**src/rtl/receive_data_pkg.sv**
```systemverilog
// Shared definitions for the UART command/script receiver: byte tags and parser states.
package receive_data_pkg;

    localparam logic [1:0] TAG_INVALID   = 2'b00;
    localparam logic [1:0] TAG_OPERATE   = 2'b01;
    localparam logic [1:0] TAG_GAMESTATE = 2'b10;
    localparam logic [1:0] TAG_SCRIPT    = 2'b11;

    typedef enum logic {
        ST_IDLE    = 1'b0,
        ST_PAYLOAD = 1'b1
    } state_e;

    function automatic logic [1:0] byte_tag(input logic [7:0] b);
        return b[1:0];
    endfunction

    function automatic logic [5:0] byte_value(input logic [7:0] b);
        return b[7:2];
    endfunction

endpackage

```
**src/rtl/script_fifo.sv**
```systemverilog
// Byte FIFO holding script payload; sticky overflow when a push is dropped while full.
module script_fifo #(
    parameter int DEPTH = 8
) (
    input  logic       clk,
    input  logic       rst_n,
    input  logic       push,
    input  logic [7:0] wdata,
    input  logic       pop,
    output logic [7:0] rdata,
    output logic       full,
    output logic       empty,
    output logic       overflow
);

    localparam int AW = (DEPTH > 1) ? $clog2(DEPTH) : 1;
    localparam logic [AW:0] FULL_CNT = DEPTH[AW:0];

    logic [7:0]    mem_q [DEPTH];
    logic [AW-1:0] wr_ptr_q, wr_ptr_d;
    logic [AW-1:0] rd_ptr_q, rd_ptr_d;
    logic [AW:0]   count_q, count_d;
    logic          overflow_q, overflow_d;
    logic          do_push, do_pop;

    assign full     = (count_q == FULL_CNT);
    assign empty    = (count_q == '0);
    assign overflow = overflow_q;
    assign rdata    = mem_q[rd_ptr_q];

    // A pop in the same cycle frees the slot, so a push to a full FIFO still lands.
    assign do_pop  = pop && !empty;
    assign do_push = push && (!full || do_pop);

    always_comb begin
        wr_ptr_d   = wr_ptr_q;
        rd_ptr_d   = rd_ptr_q;
        count_d    = count_q;
        overflow_d = overflow_q;
        if (do_push) begin
            wr_ptr_d = wr_ptr_q + 1'b1;
        end
        if (do_pop) begin
            rd_ptr_d = rd_ptr_q + 1'b1;
        end
        if (do_push && !do_pop) begin
            count_d = count_q + 1'b1;
        end else if (do_pop && !do_push) begin
            count_d = count_q - 1'b1;
        end
        if (push && !do_push) begin
            overflow_d = 1'b1;
        end
    end

    always_ff @(posedge clk) begin
        if (!rst_n) begin
            wr_ptr_q   <= '0;
            rd_ptr_q   <= '0;
            count_q    <= '0;
            overflow_q <= 1'b0;
        end else begin
            wr_ptr_q   <= wr_ptr_d;
            rd_ptr_q   <= rd_ptr_d;
            count_q    <= count_d;
            overflow_q <= overflow_d;
        end
    end

    always_ff @(posedge clk) begin
        if (do_push) begin
            mem_q[wr_ptr_q] <= wdata;
        end
    end

endmodule

```
**src/rtl/receive_data.sv**
```systemverilog
// Parses tagged UART bytes into operate/game-state commands and queues script payloads.
//   state      | meaning
//   ST_IDLE    | waiting for a tagged command or script header byte
//   ST_PAYLOAD | collecting script bytes until length, 0x00 abort or timeout
module receive_data
    import receive_data_pkg::*;
#(
    parameter int FIFO_DEPTH     = 8,
    parameter int TIMEOUT_CYCLES = 1000
) (
    input  logic       uart_clk,
    input  logic       rst_n,
    input  logic [7:0] data_received,
    input  logic       data_valid,
    output logic [5:0] operate_cmd,
    output logic       operate_valid,
    output logic [5:0] game_state_cmd,
    output logic [7:0] script_data,
    output logic       script_empty,
    input  logic       script_rd,
    output logic       script_overflow,
    output logic       frame_error
);

    localparam int TW = $clog2(TIMEOUT_CYCLES + 1);
    localparam logic [TW-1:0] TMO_LAST = TW'(TIMEOUT_CYCLES - 1);

    state_e        state_q, state_d;
    logic [3:0]    rem_q, rem_d;
    logic [TW-1:0] tmo_q, tmo_d;
    logic [5:0]    op_cmd_q, op_cmd_d;
    logic          op_valid_q, op_valid_d;
    logic [5:0]    gs_cmd_q, gs_cmd_d;
    logic          ferr_q, ferr_d;
    logic          fifo_push;
    logic          fifo_full;

    always_comb begin
        state_d    = state_q;
        rem_d      = rem_q;
        tmo_d      = tmo_q;
        op_cmd_d   = op_cmd_q;
        op_valid_d = 1'b0;
        gs_cmd_d   = gs_cmd_q;
        ferr_d     = 1'b0;
        fifo_push  = 1'b0;
        case (state_q)
            ST_IDLE: begin
                if (data_valid) begin
                    case (byte_tag(data_received))
                        TAG_OPERATE: begin
                            op_cmd_d   = byte_value(data_received);
                            op_valid_d = 1'b1;
                        end
                        TAG_GAMESTATE: begin
                            gs_cmd_d = byte_value(data_received);
                        end
                        TAG_SCRIPT: begin
                            rem_d   = {1'b0, data_received[4:2]} + 4'd1;
                            tmo_d   = '0;
                            state_d = ST_PAYLOAD;
                        end
                        default: begin
                            ferr_d = 1'b1;
                        end
                    endcase
                end
            end
            ST_PAYLOAD: begin
                if (data_valid) begin
                    if (data_received == 8'h00) begin
                        ferr_d  = 1'b1;
                        state_d = ST_IDLE;
                    end else begin
                        // Length counts every byte offered, even ones the FIFO drops.
                        fifo_push = 1'b1;
                        rem_d     = rem_q - 4'd1;
                        tmo_d     = '0;
                        if (rem_q == 4'd1) begin
                            state_d = ST_IDLE;
                        end
                    end
                end else if (tmo_q == TMO_LAST) begin
                    ferr_d  = 1'b1;
                    tmo_d   = '0;
                    state_d = ST_IDLE;
                end else begin
                    tmo_d = tmo_q + 1'b1;
                end
            end
            default: begin
                state_d = ST_IDLE;
            end
        endcase
    end

    always_ff @(posedge uart_clk) begin
        if (!rst_n) begin
            state_q    <= ST_IDLE;
            rem_q      <= '0;
            tmo_q      <= '0;
            op_cmd_q   <= '0;
            op_valid_q <= 1'b0;
            gs_cmd_q   <= '0;
            ferr_q     <= 1'b0;
        end else begin
            state_q    <= state_d;
            rem_q      <= rem_d;
            tmo_q      <= tmo_d;
            op_cmd_q   <= op_cmd_d;
            op_valid_q <= op_valid_d;
            gs_cmd_q   <= gs_cmd_d;
            ferr_q     <= ferr_d;
        end
    end

    script_fifo #(
        .DEPTH(FIFO_DEPTH)
    ) u_script_fifo (
        .clk     (uart_clk),
        .rst_n   (rst_n),
        .push    (fifo_push),
        .wdata   (data_received),
        .pop     (script_rd),
        .rdata   (script_data),
        .full    (fifo_full),
        .empty   (script_empty),
        .overflow(script_overflow)
    );

    assign operate_cmd    = op_cmd_q;
    assign operate_valid  = op_valid_q;
    assign game_state_cmd = gs_cmd_q;
    assign frame_error    = ferr_q;

endmodule

```
**config.mk**
```make
export PLATFORM = sky130hd
export DESIGN_NAME = receive_data
export DESIGN_NICKNAME = d
export VERILOG_FILES = /design/src/rtl/receive_data_pkg.sv /design/src/rtl/script_fifo.sv /design/src/rtl/receive_data.sv
export SDC_FILE = /design/constraint.sdc
export NUM_CORES = 1
export LEC_CHECK = 0
export CAP_MARGIN = 25
export CORE_MARGIN = 2
export CORE_UTILIZATION = 29
export CTS_CLUSTER_DIAMETER = 100
export CTS_CLUSTER_SIZE = 8
export DETAILED_ROUTE_END_ITERATION = 12
export PLACE_DENSITY = 0.57
export SLEW_MARGIN = 10
export SYNTH_ARGS = -nofsm -noshare
export SYNTH_HDL_FRONTEND = slang
export SYNTH_SLANG_ARGS = --single-unit
```
**constraint.sdc**
```tcl
create_clock -name uart_clk -period 4 [get_ports uart_clk]
set_clock_uncertainty 0.1 [all_clocks]
set_input_delay 0.4 -clock uart_clk [delete_from_list [all_inputs] [get_ports uart_clk]]
set_output_delay 0.4 -clock uart_clk [all_outputs]
set_load 0.05 [all_outputs]
```
==> results_dict.tcl, run 1 <==
set metrics [dict create \
    outcome "completed" \
    core-area_sq_um 15800 \
    powerDensity_nw_per_um2 490 \
    worstSetupStartpointType "input pin" \
    cellLeakagePower_nw 1.87 \
    regArea_sq_um 2780 \
    setup_viol 0 \
    final_area_sq_um 5570 \
    endpoint_kind "flop" \
    drive_above_1_share_pct 17.4 \
    synth_cells 341 \
    slowest_delay_ps 510 \
    tightest_slew_ps 835 \
    synth_cell_types 58 \
    slew_violations 0 \
    holdWs_ps 381 \
    vdd.ir_drop.worst_uv 232 \
    cts.sinks 107 \
    instances_no_fill 607 \
    cp_max_fo 5 \
    fillers 1547 \
    htreeDepth 3 \
    grt_pass1_vias 2900 \
    gp_congestion 0.825 \
    hold_viol_final 0 \
    path_common_cell "ha_1" \
    nNetsFinal 409 \
    max_cap_viol_count 0 \
    postLayoutSetupSlackWorst_ps 775 \
    path_class "input pin to flop" \
    die_w_um 130 \
    grt_pass1_wl_um 15400 \
    core.rowCount 46 \
    drc_errors 0 \
    ys_ff_latch 107 \
    clockRootBuffer "clkbuf_16" \
    diodes 0 \
    postRouteAntennaNets 0 \
    hold_path.class "flop to flop" \
    io-pin-count 36 \
    synth_fp_nets 364 \
    final.setup.tns_ps 0 \
    path_clk_slew_ps 70 \
    drt-total-wl_um 9490 \
    io_buffer_count 35 \
    tritoncts "done" \
    synthArstFlopShare_pct 0 \
    relSlewSlack_pct 44.3 \
    dp_cells 591 \
    layout_commonest_cell "edfxtp_1" \
    initial_utilization_pct 29.4 \
    ys_seq_area_share_pct 60.0 \
    dieArea_sq_um 17000 \
    synth_area_sq_um 4640 \
    crit_chain "clkdlybuf4s50_1 > inv_1 > ha_1 > or4b_4 > o211a_4 > nand2_4 > inv_2 > ha_1 > inv_1 > ha_1 > a21o_1 > a21oi_1 > mux2i_1 > mux2i_1" \
    overflow 0 \
    hpwl_um 6420 \
    grt_usage_pct 12.0 \
    slowest_stage "or4b_4" \
    vias_per_cell 4.72 \
    cts_buffer_depth 2 \
    cts_inserted_buffers 9 \
    finalCritPeriodShare_pct 80.6 \
    final_cell_mix "edfxtp_1, dfxtp_1, nor2_1" \
    clk_latency_ps 340 \
    firstDrtPassIters 5 \
    die_h_um 130 \
    dp_slack_ps 412 \
    cts_hold_buf 0 \
    p_total_mw 2.73 \
    area_delta_synth_final_pct 20.1 \
    cp.required_ps 4180 \
    yosys_warnings 0 \
    avgSynthCellArea_sq_um 13.6 \
    drtIter0Drc 166 \
    synth_enable_flop_cells 64 \
    grt_start_max_net_pins 29 \
    multi_input_area_sq_um 1720 \
    dr_total_vias 2866 \
    dpl_cell_area_sq_um 5290 \
    cts_resized 0 \
    final_core_util_pct 35.3 \
    grt_setup_unrepaired "no" \
    wl_per_cell_um 15.6 \
    worstPathArrival_ps 3400 \
    ys.flop_type "edfxtp_1" \
    cts_setup_buffers 0 \
    antenna_found_initial 0 \
    max_freq_ghz 0.310 \
    period_minus_slack_ps 3220 \
]
-- cells in the mapped netlist, types with 2 or more instances --
master     n  share of area (%)
buf_1      3               0.24
inv_2      2               0.16
dfxtp_1   43                 19
nor3_1     6               0.65
a31oi_1    5               0.67
xnor2_1    3               0.57
nor4_1     2               0.27
or3_1      2               0.27
mux2_2     8                1.9
nand2b_1   6               0.81
clkbuf_1   6               0.49
nor2_1    36                2.9
o31a_1     3               0.57
nor4b_4    2                1.0
and2_1     2               0.27
o211ai_1   3               0.49
mux2i_1   16                3.5
nand3_1    7               0.76
nand2_1   12               0.97
o22ai_1    2               0.27
ha_1      10                2.7
and3_1     3               0.40
nand4_1    5               0.67
a21oi_1   16                1.7
edfxtp_1  64                 41
mux4_2    16                7.8
xor2_1     3               0.57
buf_2      5               0.54
inv_1     12               0.97
o21ai_0   10                1.1
-- flip-flops by register name, summed over array words and instances (netlist names), named ones only --
register,flops
u_script_fifo.count_q,4
operate_cmd,6
u_script_fifo.overflow,1
game_state_cmd,6
tmo_q,10
state_q,1
u_script_fifo.mem_q,64
operate_valid,1
u_script_fifo.wr_ptr_q,3
rem_q,4
u_script_fifo.rd_ptr_q,3
frame_error,1
-- where the power goes --
part           total [mW]  switching, mW  internal [mW]
Sequential           1.25         0.0485           1.21
Clock               0.827          0.398          0.429
Combinational       0.649          0.360          0.289
-- final cells by class --
| cell class | instances | area share [%] |
|---|---|---|
| clock buffers | 10 | 4.11 |
| flip-flops and latches | 107 | 50.0 |
| inverters | 14 | 0.944 |
| multi-input cells | 204 | 30.9 |
| well taps | 216 | 4.85 |
| repair buffers | 50 | 8.31 |
| clock inverters | 6 | 0.876 |
-- logic make-up (layout without fill, tap and decap cells) --
| logic type | after synthesis | in the layout | share of synthesized area, % |
|---|---|---|---|
| buffers and inverters | 30 | 80 | 2.81 |
| AND/OR/NAND/NOR | 93 | 93 | 11.1 |
| AO/OA/AOI/OAI | 54 | 54 | 8.61 |
| multiplexers | 40 | 40 | 13.2 |
| flip-flops | 107 | 107 | 60.0 |
| XOR/XNOR | 6 | 6 | 1.13 |
| adder cells (fa/ha/maj) | 11 | 11 | 3.13 |
-- critical path, delay by kind of cell --
family	cells	cell delay (ps)
buffers and inverters	4	720
AOI/OAI and AO/OA	3	620
adders and majority gates	3	620
and+or+nand+nor	2	600
muxes	2	430
-- path summary, 6_finish.rpt --
kind	end	depth (start not counted)	start	slack (ps)
setup / recovery	u_script_fifo.count_q[3]$_SDFFE_PN0P_	14	data_received[3]	780
hold / removal	rem_q[1]$_SDFFE_PN0P_	2	rem_q[1]$_SDFFE_PN0P_	380
setup reg to reg	u_script_fifo.count_q[3]$_SDFFE_PN0P_	11	u_script_fifo.count_q[0]$_SDFFE_PN0P_	1070
hold reg to reg	rem_q[1]$_SDFFE_PN0P_	2	rem_q[1]$_SDFFE_PN0P_	380
-- metal layers --
metal	wire length, um	vias up	global-route usage [%]
li1	-	1382	-
met1	4410	1421	15.3
met2	4640	53	20.6
met3	328	10	2.57
met4	113	0	3.38
met5	0	-	0
Power figures use the tool's default switching activity.
==> run 2, diff against run 1 <==
- PLACE_DENSITY: 0.57 -> 0.59
- clock period: 4 -> 2.85 ns (I/O delays scaled with it)
==> run 2 against run 1 <==
Global-route usage rose by 0.20 points. Count of clock-buffer cells in the layout fell by 1. Wire length rose by 5.4%. Sequential power rose by 38%. Setup slack got worse by 650 ps. Critical path depth fell by 2. Sequential share of layout area fell by 0.87 points. Flip-flop and latch count did not move. Utilization rose by 0.63 points. Die area did not move. Critical path type unchanged. Largest cell class unchanged. Highest routed layer unchanged.
==> results_dict.tcl, run 2 (synthesized netlist as in run 1, its figures left out) <==
set metrics [dict create \
    cellLeakagePower_nw 1.96 \
    die_w_um 130 \
    outcome "completed" \
    hpwl_um 6870 \
    final_core_util_pct 35.9 \
    dp_slack_ps -455 \
    drt-total-wl_um 10000 \
    io-pin-count 36 \
    wl_per_cell_um 16.1 \
    relSlewSlack_pct 39.2 \
    cts_setup_buffers 0 \
    worstSetupStartpointType "input pin" \
    vias_per_cell 4.69 \
    cp.required_ps 3040 \
    firstDrtPassIters 4 \
    htreeDepth 3 \
    path_clk_slew_ps 70 \
    die_h_um 130 \
    nNetsFinal 422 \
    reg_top3 "u_script_fifo.mem_q: 64 flops, tmo_q: 10 flops" \
    drc_errors 0 \
    grt_usage_pct 12.1 \
    finalCritPeriodShare_pct 95.6 \
    holdWs_ps 347 \
    cts_buffer_depth 2 \
    postLayoutSetupSlackWorst_ps 126 \
    p_total_mw 3.99 \
    core-area_sq_um 15800 \
    overflow 0 \
    vdd.ir_drop.worst_uv 308 \
    worstPathArrival_ps 2910 \
    clockRootBuffer "clkbuf_16" \
    diodes 0 \
    slew_violations 0 \
    endpoint_kind "flop" \
    cts_inserted_buffers 9 \
    drive_above_1_share_pct 22.3 \
    core.rowCount 46 \
    cts.sinks 107 \
    largest_reg_flops 64 \
    dp_cells 604 \
    grt_pass1_wl_um 15500 \
    grt_start_max_net_pins 29 \
    dr_total_vias 2906 \
    max_freq_ghz 0.367 \
    setup_viol 0 \
    tritoncts "done" \
    cp_max_fo 2 \
    instances_no_fill 620 \
    layout_commonest_cell "edfxtp_1" \
    slowest_delay_ps 520 \
    crit_chain "clkdlybuf4s50_1 > or4b_4 > o211a_4 > nand2_4 > inv_2 > ha_1 > inv_1 > ha_1 > a21o_1 > a21oi_2 > mux2i_1 > mux2i_1" \
    final_area_sq_um 5670 \
    drtIter0Drc 336 \
    cts_hold_buf 0 \
    antenna_found_initial 0 \
    initial_utilization_pct 29.4 \
    path_class "input pin to flop" \
    powerDensity_nw_per_um2 703 \
    final.setup.tns_ps 0 \
    period_minus_slack_ps 2720 \
    tightest_slew_ps 908 \
    slowest_stage "or4b_4" \
    dpl_cell_area_sq_um 5370 \
    regMostFlops "u_script_fifo.mem_q" \
    dieArea_sq_um 17000 \
    max_cap_viol_count 0 \
    fillers 1550 \
    hold_viol_final 0 \
    area_delta_synth_final_pct 22.3 \
    clk_latency_ps 350 \
    final_cell_mix "edfxtp_1, dfxtp_1, nor2_1, buf_4, clkdlybuf4s50_1" \
    grt_pass1_vias 2841 \
    postRouteAntennaNets 0 \
    hold_path.class "input pin to flop" \
    gp_congestion 0.780 \
    io_buffer_count 35 \
]
[run 2: timing repair]
item                                    in CTS  in global routing
endpoints found under the setup margin       2                  1
resized for setup                            2                  3
cloned                                       0                  0
hold endpoints to repair                     0                  0
[run 2: final cells by class]
class	count	area [sq um]	area share, %
clock buffer	9	225	3.97
clock inverter	7	67.6	1.19
inverter	14	52.6	0.927
multi-input combinational	204	1730	30.5
sequential	107	2780	49.1
tap	216	270	4.77
timing repair buffer	63	543	9.58
[run 2: per-layer routing]
| layer | track usage [%] | part of all wire (%) | routed length, um |
|---|---|---|---|
| met3 | 2.93 | 3.4 | 338 |
| met1 | 15.8 | 47 | 4670 |
| met4 | 4.57 | 1.7 | 168 |
| met2 | 19.7 | 48 | 4830 |
| met5 | 0 | 0 | 0 |
[run 2: critical path, delay by kind of cell]
family          cells  cell delay, ps
buf+inv             3             580
simple gates        2             590
fa+ha+maj           2             420
mux                 2             410
compound gates      3             610
[run 2: power by group]
group | internal, mW | switching [mW]
Clock | 0.679 | 0.562
Combinational | 0.452 | 0.560
Sequential | 1.69 | 0.0422
[run 2: path summary, 6_finish.rpt]
| check | end | slack [ps] | cells after the start | start |
|---|---|---|---|---|
| setup reg to reg | u_script_fifo.count_q[3]$_SDFFE_PN0P_ | 160 | 11 | u_script_fifo.count_q[1]$_SDFFE_PN0P_ |
| hold / removal | u_script_fifo.mem_q[1][0]$_DFFE_PP_ | 350 | 2 | data_received[0] |
| hold reg to reg | rem_q[1]$_SDFFE_PN0P_ | 390 | 2 | rem_q[1]$_SDFFE_PN0P_ |
| setup / recovery | u_script_fifo.count_q[3]$_SDFFE_PN0P_ | 130 | 12 | data_received[1] |
==> run 3, diff against run 2 <==
- CTS_CLUSTER_DIAMETER: 100 -> default
==> results of run 3 <==
Same layout as run 2: the final DEF is identical, and so are final timing and power.
